===== src/rtl/coll_pkg.sv =====
`default_nettype none
// ============================================================================
// Module      : coll_pkg
// Description : Shared definitions for the collision scan controller:
//               contact side bit positions, sprite dimensions, geometry
//               width and the scan state encoding.
// Revision    : 1.0 - initial release
// ============================================================================
package coll_pkg;

  // Bit positions inside collision_state = {right, left, up, down}
  localparam int SIDE_DOWN  = 0;
  localparam int SIDE_UP    = 1;
  localparam int SIDE_LEFT  = 2;
  localparam int SIDE_RIGHT = 3;

  // Sprite sizes in pixels
  localparam int PLAYER_W = 47;
  localparam int PLAYER_H = 41;
  localparam int BLOCK_W  = 28;
  localparam int BLOCK_H  = 42;

  // Geometry width: 10-bit x plus the largest offset (47) never exceeds 11 bits
  localparam int GEO_W = 11;

  typedef enum logic [2:0] {
    IDLE  = 3'd0,
    LATCH = 3'd1,
    SCAN  = 3'd2,
    DRAIN = 3'd3,
    DONE  = 3'd4
  } state_t;

endpackage
`default_nettype wire


===== src/rtl/collision_cmp.sv =====
`default_nettype none
// ============================================================================
// Module      : collision_cmp
// Description : Combinational single-block edge-contact comparator. Compares
//               the player box against one ground block and reports which
//               sides are touching (edges adjacent, not overlapping).
// Ports       : px, py   - player left x / top y
//               bx, by   - block left x / top y
//               side     - {right, left, up, down} contacts for this block
//               touch    - player is standing on this block (same as down)
// Revision    : 1.0 - initial release
// ============================================================================
module collision_cmp
  import coll_pkg::*;
(
  input  logic [9:0] px,
  input  logic [8:0] py,
  input  logic [9:0] bx,
  input  logic [8:0] by,
  output logic [3:0] side,
  output logic       touch
);

  localparam logic [GEO_W-1:0] C_PW   = GEO_W'(PLAYER_W);
  localparam logic [GEO_W-1:0] C_PW_1 = GEO_W'(PLAYER_W - 1);
  localparam logic [GEO_W-1:0] C_PH_1 = GEO_W'(PLAYER_H - 1);
  localparam logic [GEO_W-1:0] C_PH   = GEO_W'(PLAYER_H);
  localparam logic [GEO_W-1:0] C_BW   = GEO_W'(BLOCK_W);
  localparam logic [GEO_W-1:0] C_BW_1 = GEO_W'(BLOCK_W - 1);
  localparam logic [GEO_W-1:0] C_BH   = GEO_W'(BLOCK_H);
  localparam logic [GEO_W-1:0] C_BH_1 = GEO_W'(BLOCK_H - 1);

  // Zero-extend so edge sums near the screen border cannot wrap
  logic [GEO_W-1:0] pxw, pyw, bxw, byw;
  logic             x_ov, y_ov;

  always_comb begin
    pxw  = {1'b0, px};
    pyw  = {2'b00, py};
    bxw  = {1'b0, bx};
    byw  = {2'b00, by};
    x_ov = (pxw + C_PW_1 >= bxw) && (pxw <= bxw + C_BW_1);
    y_ov = (pyw + C_PH_1 >= byw) && (pyw <= byw + C_BH_1);

    side             = 4'b0000;
    side[SIDE_DOWN]  = x_ov && (pyw + C_PH == byw);
    side[SIDE_UP]    = x_ov && (pyw == byw + C_BH);
    side[SIDE_LEFT]  = y_ov && (pxw == bxw + C_BW);
    side[SIDE_RIGHT] = y_ov && (pxw + C_PW == bxw);
    touch            = side[SIDE_DOWN];
  end

endmodule
`default_nettype wire


===== src/rtl/collision_scan_ctrl.sv =====
`default_nettype none
// ============================================================================
// Module      : collision_scan_ctrl
// Description : Sequential collision scanner. On start it snapshots the
//               player position, walks the object table one block per cycle
//               through a single shared comparator and publishes the ORed
//               contact sides plus a per-block "standing on" mask.
// Ports       : clk, rst (sync, active high), start
//               x_blue, y_blue         - player position (snapshotted)
//               obj_idx -> obj_x/obj_y - table read, 1-cycle latency
//               busy, done             - scan status / result-update pulse
//               collision_state        - {right, left, up, down}
//               touched_mask           - bit k: player stands on block k
//               overrun_cnt            - only with COLL_SCAN_OVERRUN_EN:
//                                        saturating count of starts ignored
//                                        while busy
// Config      : COLL_SCAN_OVERRUN_EN (optional overrun counter)
// Revision    : 1.0 - initial release
// ============================================================================
module collision_scan_ctrl
  import coll_pkg::*;
#(
  parameter int OBJ_NUM = 50,
  parameter int IDX_W   = 6
) (
  input  logic               clk,
  input  logic               rst,
  input  logic               start,
  input  logic [9:0]         x_blue,
  input  logic [8:0]         y_blue,
  output logic [IDX_W-1:0]   obj_idx,
  input  logic [9:0]         obj_x,
  input  logic [8:0]         obj_y,
  output logic               busy,
  output logic               done,
  output logic [3:0]         collision_state,
`ifdef COLL_SCAN_OVERRUN_EN
  output logic [7:0]         overrun_cnt,
`endif
  output logic [OBJ_NUM-1:0] touched_mask
);

  localparam logic [IDX_W-1:0]   C_LAST_IDX = IDX_W'(OBJ_NUM - 1);
  localparam logic [OBJ_NUM-1:0] C_ONE      = OBJ_NUM'(1);

  state_t             state, state_nx;
  logic [IDX_W-1:0]   idx_q;        // next index to issue while in SCAN
  logic               drain_q;      // second DRAIN cycle marker
  logic [9:0]         px_q;
  logic [8:0]         py_q;
  logic               issue;

  // Pipeline: issue -> table read (rd_*) -> compare register (cmp_*)
  logic               rd_v, cmp_v, cmp_touch;
  logic [IDX_W-1:0]   rd_idx, cmp_idx;
  logic [3:0]         cmp_side;
  logic [3:0]         side_w;
  logic               touch_w;
  logic [3:0]         acc_side;
  logic [OBJ_NUM-1:0] acc_mask;

  collision_cmp u_cmp (
    .px    (px_q),
    .py    (py_q),
    .bx    (obj_x),
    .by    (obj_y),
    .side  (side_w),
    .touch (touch_w)
  );

  always_ff @(posedge clk) begin
    if (rst) state <= IDLE;
    else     state <= state_nx;
  end

  always_comb begin
    state_nx = state;
    busy     = 1'b1;
    issue    = 1'b0;
    obj_idx  = '0;
    case (state)
      IDLE: begin
        busy = 1'b0;
        if (start) state_nx = LATCH;
      end
      LATCH: begin
        issue    = 1'b1;        // index 0 goes out while coordinates latch
        state_nx = SCAN;
      end
      SCAN: begin
        issue   = 1'b1;
        obj_idx = idx_q;
        if (idx_q == C_LAST_IDX) state_nx = DRAIN;
      end
      DRAIN: begin
        if (drain_q) state_nx = DONE;
      end
      DONE: begin
        state_nx = IDLE;
      end
      default: begin
        busy     = 1'b0;
        state_nx = IDLE;
      end
    endcase
  end

  always_ff @(posedge clk) begin
    if (rst) begin
      idx_q     <= '0;
      drain_q   <= 1'b0;
      px_q      <= '0;
      py_q      <= '0;
      rd_v      <= 1'b0;
      rd_idx    <= '0;
      cmp_v     <= 1'b0;
      cmp_idx   <= '0;
      cmp_side  <= '0;
      cmp_touch <= 1'b0;
      acc_side  <= '0;
      acc_mask  <= '0;
    end else begin
      drain_q <= (state == DRAIN) && !drain_q;
      if (state == LATCH) begin
        px_q  <= x_blue;
        py_q  <= y_blue;
        idx_q <= IDX_W'(1);
      end else if (state == SCAN) begin
        idx_q <= idx_q + IDX_W'(1);
      end

      rd_v      <= issue;
      rd_idx    <= obj_idx;
      cmp_v     <= rd_v;
      cmp_idx   <= rd_idx;
      cmp_side  <= side_w;
      cmp_touch <= touch_w;

      if (state == LATCH) begin
        acc_side <= '0;
        acc_mask <= '0;
      end else if (cmp_v) begin
        acc_side <= acc_side | cmp_side;
        if (cmp_touch) acc_mask <= acc_mask | (C_ONE << cmp_idx);
      end
    end
  end

  // Results change only here, so they stay stable between done pulses
  always_ff @(posedge clk) begin
    if (rst) begin
      done            <= 1'b0;
      collision_state <= '0;
      touched_mask    <= '0;
    end else begin
      done <= (state == DONE);
      if (state == DONE) begin
        collision_state <= acc_side;
        touched_mask    <= acc_mask;
      end
    end
  end

`ifdef COLL_SCAN_OVERRUN_EN
  always_ff @(posedge clk) begin
    if (rst)                              overrun_cnt <= '0;
    else if (start && busy && overrun_cnt != 8'hFF) overrun_cnt <= overrun_cnt + 8'd1;
  end
`endif

endmodule
`default_nettype wire


===== config.mk =====
export PLATFORM = sky130hd
export DESIGN_NAME = collision_scan_ctrl
export DESIGN_NICKNAME = d
export VERILOG_FILES = /design/src/rtl/coll_pkg.sv /design/src/rtl/collision_cmp.sv /design/src/rtl/collision_scan_ctrl.sv
export SDC_FILE = /design/constraint.sdc
export NUM_CORES = 1
export LEC_CHECK = 0
export CAP_MARGIN = 30
export CORE_AREA = 4 4 181 95
export DETAILED_ROUTE_END_ITERATION = 6
export DIE_AREA = 0 0 185 99
export PLACE_DENSITY = 0.73
export SYNTH_ARGS = -nofsm -noshare
export SYNTH_HDL_FRONTEND = slang
export SYNTH_SLANG_ARGS = --single-unit

===== constraint.sdc =====
create_clock -name clk -period 3.91 [get_ports clk]
set_clock_uncertainty 0.05 [all_clocks]
set_input_delay 0.782 -clock clk [delete_from_list [all_inputs] [get_ports clk]]
set_output_delay 0.782 -clock clk [all_outputs]
set_load 0.01 [all_outputs]

==> out/metrics.cfg, run 1 <==
[placed_design]
port_buffers=102
place_congestion=0.927
placed_cell_area_um2=8870
post-place-cells=1220
dp_hpwl_um=13600

[synthesis]
ys_types=64
synthFlopType=dfxtp_1
ys_warn_count=0
synthArstFlopShare_pct=0
synth_seq_cells=156
synth.cell_area_um2=7700
synthCells=954
synth_edf_count=0
synth_fp_nets=1045
avgSynthCellArea_um2=8.07
yosysSeqAreaShare_pct=40.6

[timing]
slew_violations=0
fin_crit_sh_pct=86.7
fmax_ghz=0.295
timing.hold.ws_ns=0.390
min_period_ns=3.39
relSlewSlack_pct=30.6
finalSetupTns_ns=0
finalSetupViolCount=0
worstMarginPinSlew_ns=1.04
final-hold-violation-count=0
rsz0062_at_grt=false

[detailed_routing]
drt_wl_total_um=18500
viasPerCell=5.36
vias=6710
dr.pass1.iters=7
postRouteAntennaNets=0
wl_per_cell_um=14.7
drtIter0Drc=376
drc=0

[clock_tree]
post-cts-setup-buffers=0
clock-root-buffer=clkbuf_16
h-tree-depth=4
cts_resized=0
cts.path.max_buffers=2
clkTransAtPathRegs_ns=0.07
cts_buffers=17
cts_tree=yes
clk_latency_ns=0.41
cts_hold_buffers=0
cts.sinks=156

[cells_and_area]
stdcell_count=1252
drive_above_1_share_pct=6.77
stdcell_area_um2=9470
antenna_cells=0
fillers=1390
final_core_util_pct=61.6
area_delta_synth_final_pct=23.1
nNetsFinal=1126

[grt]
grt_max_degree=91
antenna_found_initial=0
grt-ovfl-total=0
grt_pass1_vias=6355
grt_pass1_wl_um=30900
track_usage_pct=20.3

[worst_setup_path]
crit_arrival_ns=3.66
path_max_fanout=3
crit_type=in2reg
worstPathRequired_ns=4.17
worst_setup_path_end_kind=flop
start_kind=input port

[power]
powerDensity_nw_per_um2=389
ir_drop_mv=0.288
p_leak_nw=3.55

[floorplan]
die_h_um=99
core_um2=15400
die-area_um2=18300
initial_core_util_pct=50.1
ios=103
row_count=32
dieWidth_um=185

[job]
cap_violations=0

[run_status]
status=completed

[hold_path]
hold_class=reg2reg

==> cells in the final DEF, fill, tap and decap left out, drive strengths merged, types with 4 or more instances in the layout <==
cell type,Yosys,layout
a211oi,4,4
a21o,4,4
a21oi,149,149
a31oi,7,7
and2,15,15
and3,6,6
buf,18,21
clkbuf,42,17
clkdlybuf4s50,0,101
clkinv,0,8
dfxtp,156,156
ha,50,50
inv,32,37
mux2i,6,6
nand2,174,174
nand2b,8,8
nand3,18,18
nand4,12,12
nor2,86,86
nor2b,18,18
nor3,14,14
nor3b,6,6
nor4,6,6
o21ai,20,20
xnor2,42,42
xor2,21,21
==> logic make-up after synthesis <==
logic type / after synthesis / share of synthesized area (%)
AND/OR/NAND/NOR: 375 / 22.1
flip-flops: 156 / 40.6
buffers and inverters: 92 / 5.10
adder cells (fa/ha/maj): 50 / 8.13
XOR/XNOR: 63 / 7.41
AO/OA/AOI/OAI: 212 / 15.9
multiplexers: 6 / 0.780
==> per-layer routing <==
layer	vias up	part of all wire, %	GRT usage (%)
li1	3387	-	-
met1	3174	49	28.4
met2	139	46	33.3
met3	10	3.9	3.32
met4	0	0.77	4.23
met5	-	0	0
==> synth_stat cells, drive strengths merged, types with 3 or more instances <==
| cell type | number | area (µm²) |
|---|---|---|
| a2111oi | 3 | 33.8 |
| a211oi | 4 | 30.0 |
| a21o | 4 | 30.0 |
| a21oi | 149 | 764 |
| a31oi | 7 | 43.8 |
| a41oi | 3 | 33.8 |
| and2 | 15 | 93.8 |
| and3 | 6 | 37.5 |
| buf | 18 | 105 |
| clkbuf | 42 | 168 |
| dfxtp | 156 | 3120 |
| ha | 50 | 626 |
| inv | 32 | 120 |
| mux2i | 6 | 60.1 |
| nand2 | 174 | 653 |
| nand2b | 8 | 50.1 |
| nand3 | 18 | 90.1 |
| nand3b | 3 | 22.5 |
| nand4 | 12 | 75.1 |
| nor2 | 86 | 323 |
| nor2b | 18 | 113 |
| nor3 | 14 | 70.1 |
| nor3b | 6 | 50.1 |
| nor4 | 6 | 43.8 |
| o21a | 3 | 22.5 |
| o21ai | 20 | 104 |
| xnor2 | 42 | 387 |
| xor2 | 21 | 184 |
==> registers in the layout, indices dropped and copies added, names as in the netlist <==
signal           count
acc_mask            50
touched_mask        50
px_q                10
py_q                 9
cmp_idx              6
idx_q                6
rd_idx               6
acc_side             4
cmp_side             4
collision_state      4
state                3
cmp_v                1
done                 1
drain_q              1
rd_v                 1
==> stage by stage <==
step	setup slack, ns	power, mW
detailed placement	0.0778	2.10
finish	0.520	3.68
global route	0.243	3.84
floorplan	0.835	1.96
CTS	0.520	3.71
global placement	0.192	2.08
==> path summary, 6_finish.rpt <==
path                                 from     endpoint  slack, ns  depth (start not counted)
worst max-delay path             obj_y[1]  cmp_side[3]       0.52                         12
worst min-delay path            rd_idx[5]   cmp_idx[5]       0.39                          1
worst min register to register  rd_idx[5]   cmp_idx[5]       0.39                          1
worst max register to register    px_q[3]  cmp_side[0]       1.14                         10
==> area by class of cell <==
type                       count  area [µm²]  share of cell area (%)
clock buffer                  17         425                    4.49
clock inverter                15         176                    1.86
inverter                      32         120                    1.27
multi-input combinational    706        4190                    44.2
sequential                   156        3120                    33.0
tap                          204         255                    2.70
timing repair buffer         122        1180                    12.5
==> power breakdown <==
| part | internal [mW] | leakage [nW] | switching (mW) |
|---|---|---|---|
| sequential | 1.60 | 1.26 | 0.0399 |
| clock | 0.861 | 0.285 | 0.758 |
| combinational | 0.191 | 2.01 | 0.227 |
==> worst max-delay path, cell delays in order <==
cell,delay [ns]
clkdlybuf4s50_1,0.48
ha_1,0.24
and2_1,0.16
o21ai_0,0.27
xnor2_1,0.18
ha_1,0.27
nand4_1,0.12
a21oi_1,0.05
a2111oi_0,0.41
a221oi_1,0.14
or3_1,0.36
a2111oi_2,0.20
No activity file was read; power rests on OpenSTA's default activity.
==> inputs of run 2 (changes only) <==
--- a/config.mk
+++ b/config.mk
@@ -13,3 +13,4 @@
 export SYNTH_ARGS = -nofsm -noshare
 export SYNTH_HDL_FRONTEND = slang
 export SYNTH_SLANG_ARGS = --single-unit
+export TNS_END_PERCENT = 30
==> results of run 2 <==
No change in the layout: final DEF, timing and power equal those of run 1.
